[config.mk]
export PLATFORM = sky130hd
export DESIGN_NAME = fp_class_pipe
export DESIGN_NICKNAME = d
export VERILOG_FILES = /design/src/rtl/fp_class_pipe.sv
export SDC_FILE = /design/constraint.sdc
export NUM_CORES = 1
export LEC_CHECK = 0
export ABC_AREA = 1
export ABC_CLOCK_PERIOD_IN_PS = 7900
export CAP_MARGIN = 20
export CORE_MARGIN = 2
export CORE_UTILIZATION = 25
export DETAILED_ROUTE_END_ITERATION = 6
export DONT_BUFFER_PORTS = 1
export GPL_ROUTABILITY_DRIVEN = 0
export HOLD_SLACK_MARGIN = 0.05
export PLACE_DENSITY = 0.4
export SETUP_SLACK_MARGIN = 0.5
export SLEW_MARGIN = 20
export SYNTH_ARGS = -nofsm -noshare
export SYNTH_HDL_FRONTEND = slang
export SYNTH_SLANG_ARGS = --single-unit
[constraint.sdc]
create_clock -name clk -period 7.9 [get_ports clk]
set_clock_uncertainty 0.1 [all_clocks]
set_input_delay 1.58 -clock clk [delete_from_list [all_inputs] [get_ports clk]]
set_output_delay 1.58 -clock clk [all_outputs]
set_load 0.1 [all_outputs]
[src/rtl/fp_class_pipe.sv]
// Multi-lane IEEE-754 FCLASS classifier behind an elastic valid/ready pipe.
// Optional NaN-boxing check enabled by defining FP_CLASS_NANBOX_EN.
module fp_class_pipe #(
  parameter int NUM_LANES = 4,
  parameter int EXP_BITS  = 8,
  parameter int MAN_BITS  = 23,
  parameter int FLEN      = 32,
  parameter int TAG_WIDTH = 8,
  parameter int LATENCY   = 2
) (
  input  logic                      clk,
  input  logic                      reset,
  input  logic                      valid_in,
  output logic                      ready_in,
  input  logic [TAG_WIDTH-1:0]      tag_in,
  input  logic [NUM_LANES*FLEN-1:0] dataa,
  output logic                      valid_out,
  input  logic                      ready_out,
  output logic [TAG_WIDTH-1:0]      tag_out,
  output logic [NUM_LANES*32-1:0]   result,
  output logic [NUM_LANES*7-1:0]    clss,
  output logic [15:0]               nan_count
);

  localparam int W = 1 + EXP_BITS + MAN_BITS;
  localparam logic [FLEN-1:0] ONES = '1;

  logic [NUM_LANES*32-1:0] res_c;
  logic [NUM_LANES*7-1:0]  cls_c;
  logic [NUM_LANES-1:0]    nan_c;
  logic [NUM_LANES-1:0]    box_c;
  logic [FLEN-1:0]         op;
  logic [EXP_BITS-1:0]     ex;
  logic [MAN_BITS-1:0]     mn;
  logic                    sgn;
  logic                    e0;
  logic                    e1;
  logic                    m0;
  logic                    boxed;
  logic [6:0]              f;
  logic [9:0]              m;

  always_comb begin
    res_c = '0;
    cls_c = '0;
    nan_c = '0;
    box_c = '0;
    op = '0;
    ex = '0;
    mn = '0;
    sgn = 1'b0;
    e0 = 1'b0;
    e1 = 1'b0;
    m0 = 1'b0;
    boxed = 1'b0;
    f = '0;
    m = '0;
    for (int i = 0; i < NUM_LANES; i++) begin
      op = dataa[i*FLEN +: FLEN];
      sgn = op[W-1];
      ex = op[MAN_BITS +: EXP_BITS];
      mn = op[MAN_BITS-1:0];
      e0 = (ex == '0);
      e1 = (&ex);
      m0 = (mn == '0);
      // Upper bits of a wider register must be all ones for a valid box
      box_c[i] = (FLEN > W) && ((op >> W) != (ONES >> W));
`ifdef FP_CLASS_NANBOX_EN
      boxed = box_c[i];
`else
      boxed = 1'b0;
`endif
      if (boxed) begin
        f = 7'b0110000;
      end else begin
        f = {e1 & !m0 & !mn[MAN_BITS-1],
             e1 & !m0 & mn[MAN_BITS-1],
             e1 & !m0,
             e1 & m0,
             e0 & !m0,
             e0 & m0,
             !e0 & !e1};
      end
      m = '0;
      unique case (1'b1)
        f[6]: m[8] = 1'b1;
        f[5]: m[9] = 1'b1;
        f[3]: m[sgn ? 0 : 7] = 1'b1;
        f[2]: m[sgn ? 2 : 5] = 1'b1;
        f[1]: m[sgn ? 3 : 4] = 1'b1;
        f[0]: m[sgn ? 1 : 6] = 1'b1;
        default: m = '0;
      endcase
      res_c[i*32 +: 32] = {22'b0, m};
      cls_c[i*7 +: 7] = f;
      nan_c[i] = f[4];
    end
  end

`ifndef FP_CLASS_NANBOX_EN
  logic unused_box;
  assign unused_box = ^box_c;
`endif

  logic [LATENCY-1:0]      v;
  logic [LATENCY-1:0]      rdy;
  logic [TAG_WIDTH-1:0]    tg [LATENCY];
  logic [NUM_LANES*32-1:0] rs [LATENCY];
  logic [NUM_LANES*7-1:0]  cl [LATENCY];
  logic                    acc;
  logic [16:0]             nan_sum;
  logic [15:0]             nan_next;

  // A stage can load if it is empty or anything downstream can move
  always_comb begin
    acc = ready_out;
    rdy = '0;
    for (int s = LATENCY - 1; s >= 0; s--) begin
      acc = acc | !v[s];
      rdy[s] = acc;
    end
  end

  always_comb begin
    nan_sum = {1'b0, nan_count};
    for (int i = 0; i < NUM_LANES; i++) begin
      nan_sum = nan_sum + 17'(nan_c[i]);
    end
    nan_next = nan_sum[16] ? 16'hFFFF : nan_sum[15:0];
  end

  always_ff @(posedge clk) begin
    if (!reset) begin
      v <= '0;
      nan_count <= '0;
      for (int s = 0; s < LATENCY; s++) begin
        tg[s] <= '0;
        rs[s] <= '0;
        cl[s] <= '0;
      end
    end else begin
      if (rdy[0]) begin
        v[0] <= valid_in;
        if (valid_in) begin
          tg[0] <= tag_in;
          rs[0] <= res_c;
          cl[0] <= cls_c;
        end
      end
      for (int s = 1; s < LATENCY; s++) begin
        if (rdy[s]) begin
          v[s] <= v[s-1];
          if (v[s-1]) begin
            tg[s] <= tg[s-1];
            rs[s] <= rs[s-1];
            cl[s] <= cl[s-1];
          end
        end
      end
      if (valid_in && rdy[0]) begin
        nan_count <= nan_next;
      end
    end
  end

  assign ready_in  = rdy[0];
  assign valid_out = v[LATENCY-1];
  assign tag_out   = tg[LATENCY-1];
  assign result    = rs[LATENCY-1];
  assign clss      = cl[LATENCY-1];

endmodule
==> impl_metrics.toml <==
[timing]
finalCritPeriodShare_pct = 54.0
period_needed_ns = 4.27
setup_viol = 0
final-hold-violation-count = 0
rsz0062_at_grt = "no"
relSlewSlack_pct = 25.4
setup_tns_ns = 0
final_max_slew_viol_count = 0
worst_slack_ns = 3.63
fmax_ghz = 0.234
tightest_slew_ns = 1.12

[final_layout]
nets = 950
utilization_pct = 26.7
drive_gt1_share_pct = 6.24
final_area_mm2 = 0.00839
area_growth_pct = 5.03
n_antenna_cell = 0

[grt]
grt_pass1_vias = 4419
use_met2_pct = 15.8
antenna_found_initial = 0
grt.total_usage_pct = 9.80
busiest_layer = "met2"
grt_start_max_net_pins = 69
grt_overflow = 0
grt_pass1_wl_um = 24400
met3_usage_pct = 3.91
use_met1_pct = 11.6

[place]
dp_hpwl_um = 11600
post-place-ws_ns = 3.11
numPortBuffers = 0
dpl_cell_area_mm2 = 0.00776

[power_and_ir_drop]
p_comb_share_pct = 12.3
p_seq_share_pct = 49.1
vdd_drop_max_mv = 0.134
intPower_uw = 1520
swShare_pct = 33.8
p_sw_uw = 776
p_per_area_mw_per_mm2 = 274
power_frac_clock_pct = 38.6
leakage_uw = 0.00359

[detailed_routing]
vias = 4638
viasPerCell = 3.80
routed_wl_um = 16200
dr.first_iter.drc_count = 253
routedWlPerCell_um = 13.3
ant_nets = 0
dr.pass1.iters = 4
drc = 0

[synth]
synth_top_area_share_pct = 51.1
synth_area_mm2 = 0.00799
yosysMostFrequentCell = "nor2_1"
syn_area_per_cell_um2 = 9.23
synth_seq_area_share_pct = 55.6
yosys_warnings = 0
ys_types = 27
syn_inst = 865
synth_top_area_cell = "edfxtp_1"
synthTopCellsByCount = "207 x nor2_1, 173 x buf_4, 142 x inv_1"
synthArstFlopShare_pct = 0
synth.area.top_cells = "edfxtp_1 51%, buf_4 16%, nor2_1 9.7%"
synth_edf_count = 136
synthFlopType = "edfxtp_1"
synth-seq-cells = 154

[cts]
cts_max_level = 4
post_cts_buffers = 0
numCtsBuffers = 17
holdBufCountCts = 0
clock_sinks = 154
root_buffer = "clkbuf_16"
ctsLongestPathBuffers = 2
postCtsResizedCells = 0
cts_tree = "yes"
clk_latency_ns = 0.43
cts.clk_slew.worst_paths_ns = 0.06

[critical_path]
path_delay_family = "simple AND/OR/NAND/NOR gates"
cp_num_buf_inv = 2
crit_slowest_cell = "fa_1"
cp-end-kind = "register"
cp_common_cell = "nand2_1"
worstPathCellList = "nor2_1 -> nand2_1 -> nor2_1 -> nand3_1 -> nand2_1 -> nand2_1 -> nand2_1 -> inv_1 -> ha_1 -> fa_1 -> fa_1 -> inv_1 -> nor2_1 -> nand2_1 -> nor2_4 -> nand3_2 -> nand2_1 -> nor2_1 -> nor2_1"
crit_type = "input pin to register"
startpoint_type = "input pin"
worst_ep_required_time_ns = 8.12
cp.arrival_ns = 4.49
max_stage_delay_ns = 0.49
critPathMaxFanout = 15

[die]
die_h_um = 183
die_area_mm2 = 0.0334
pin_count = 322
coreArea_mm2 = 0.0315
initial_core_util_pct = 25.4
num_rows = 65
dieWidth_um = 183

[job]
maxCapViolations = 0

[worst_hold_path]
hold_class = "register to register"

[run_status]
status = "finished clean"
power groups by stage:
| stage | Sequential (µW) | Combinational, µW | Clock [µW] |
|---|---|---|---|
| after CTS | 1130 | 286 | 921 |
| after global placement | 1150 | 285 | 0 |
| after global routing | 1130 | 298 | 944 |
| final | 1130 | 282 | 886 |
| after floorplan | 966 | 495 | 0 |
| after detailed placement | 1150 | 285 | 0 |
flip-flops by register name (all words and copies together), names as in the netlist:
| name | count |
|---|---|
| v | 2 |
| cl | 54 |
| tg | 16 |
| nan_count | 16 |
| rs | 66 |
cell families after synthesis:
kind of cell    count (synthesis)  share of synthesized area (%)
compound gates                 16                           1.19
xor+xnor                        1                          0.110
fa+ha+maj                       4                          0.815
buf+inv                       322                           23.4
flops                         154                           55.6
other cells                     1                         0.0469
simple gates                  367                           18.8
routing by layer:
metal	part of all wire, %	vias to the layer above	wire, µm
met5	0	-	0
li1	-	2317	-
met1	42	2129	6850
met3	8.1	18	1310
met4	1.7	0	279
met2	48	174	7740
worst reg2reg max path, cell delays in order (launching register included):
cell and delay, ns:
dfxtp_1 1.01, nand3_2 0.80, nand2_2 0.51, inv_2 0.11, o21ai_4 0.56, buf_4 0.56
nor2_1 0.12, nand2_1 0.14, nor2_1 0.06
per-stage QoR:
step | power (µW) | std cells | hold slack (ns)
after floorplan | 1460 | 952 | 0.363
after detailed placement | 1430 | 1189 | 0.393
after global routing | 2380 | 1219 | 0.439
after global placement | 1430 | 1189 | 0.398
final | 2300 | 1219 | 0.400
after CTS | 2340 | 1219 | 0.407
final timing paths:
path | end | start | depth (start not counted) | slack, ns
worst max-delay path | nan_count[15]$_SDFFE_PN0P_ | dataa[15] | 19 | 3.63
worst min-delay path | v[1]$_SDFFE_PN0P_ | v[0]$_SDFFE_PN0N_ | 2 | 0.40
worst max register to register | rs[0][103]$_SDFFCE_PN0P_ | v[1]$_SDFFE_PN0P_ | 8 | 3.70
worst min register to register | v[1]$_SDFFE_PN0P_ | v[0]$_SDFFE_PN0N_ | 2 | 0.40
layout make-up:
class	count	area, µm²
Timing Repair Buffer	13	258
Inverter	144	541
Clock buffer	18	429
Fill cell	3326	23100
Clock inverter	12	196
Multi-Input combinational cell	476	2020
Tap cell	402	503
Sequential cell	154	4450
placed cells by master, fill, tap and decap left out, drive strengths merged, types with 5 or more instances in the layout:
| cell | count |
|---|---|
| clkbuf | 18 |
| nor3 | 11 |
| nand3b | 5 |
| bufinv | 5 |
| inv | 145 |
| nand4 | 12 |
| buf | 13 |
| nor2 | 208 |
| conb | 88 |
| nand2 | 102 |
| edfxtp | 136 |
| nand3 | 27 |
| dfxtp | 18 |
| a21oi | 9 |
(Power assumes the default switching activity.)
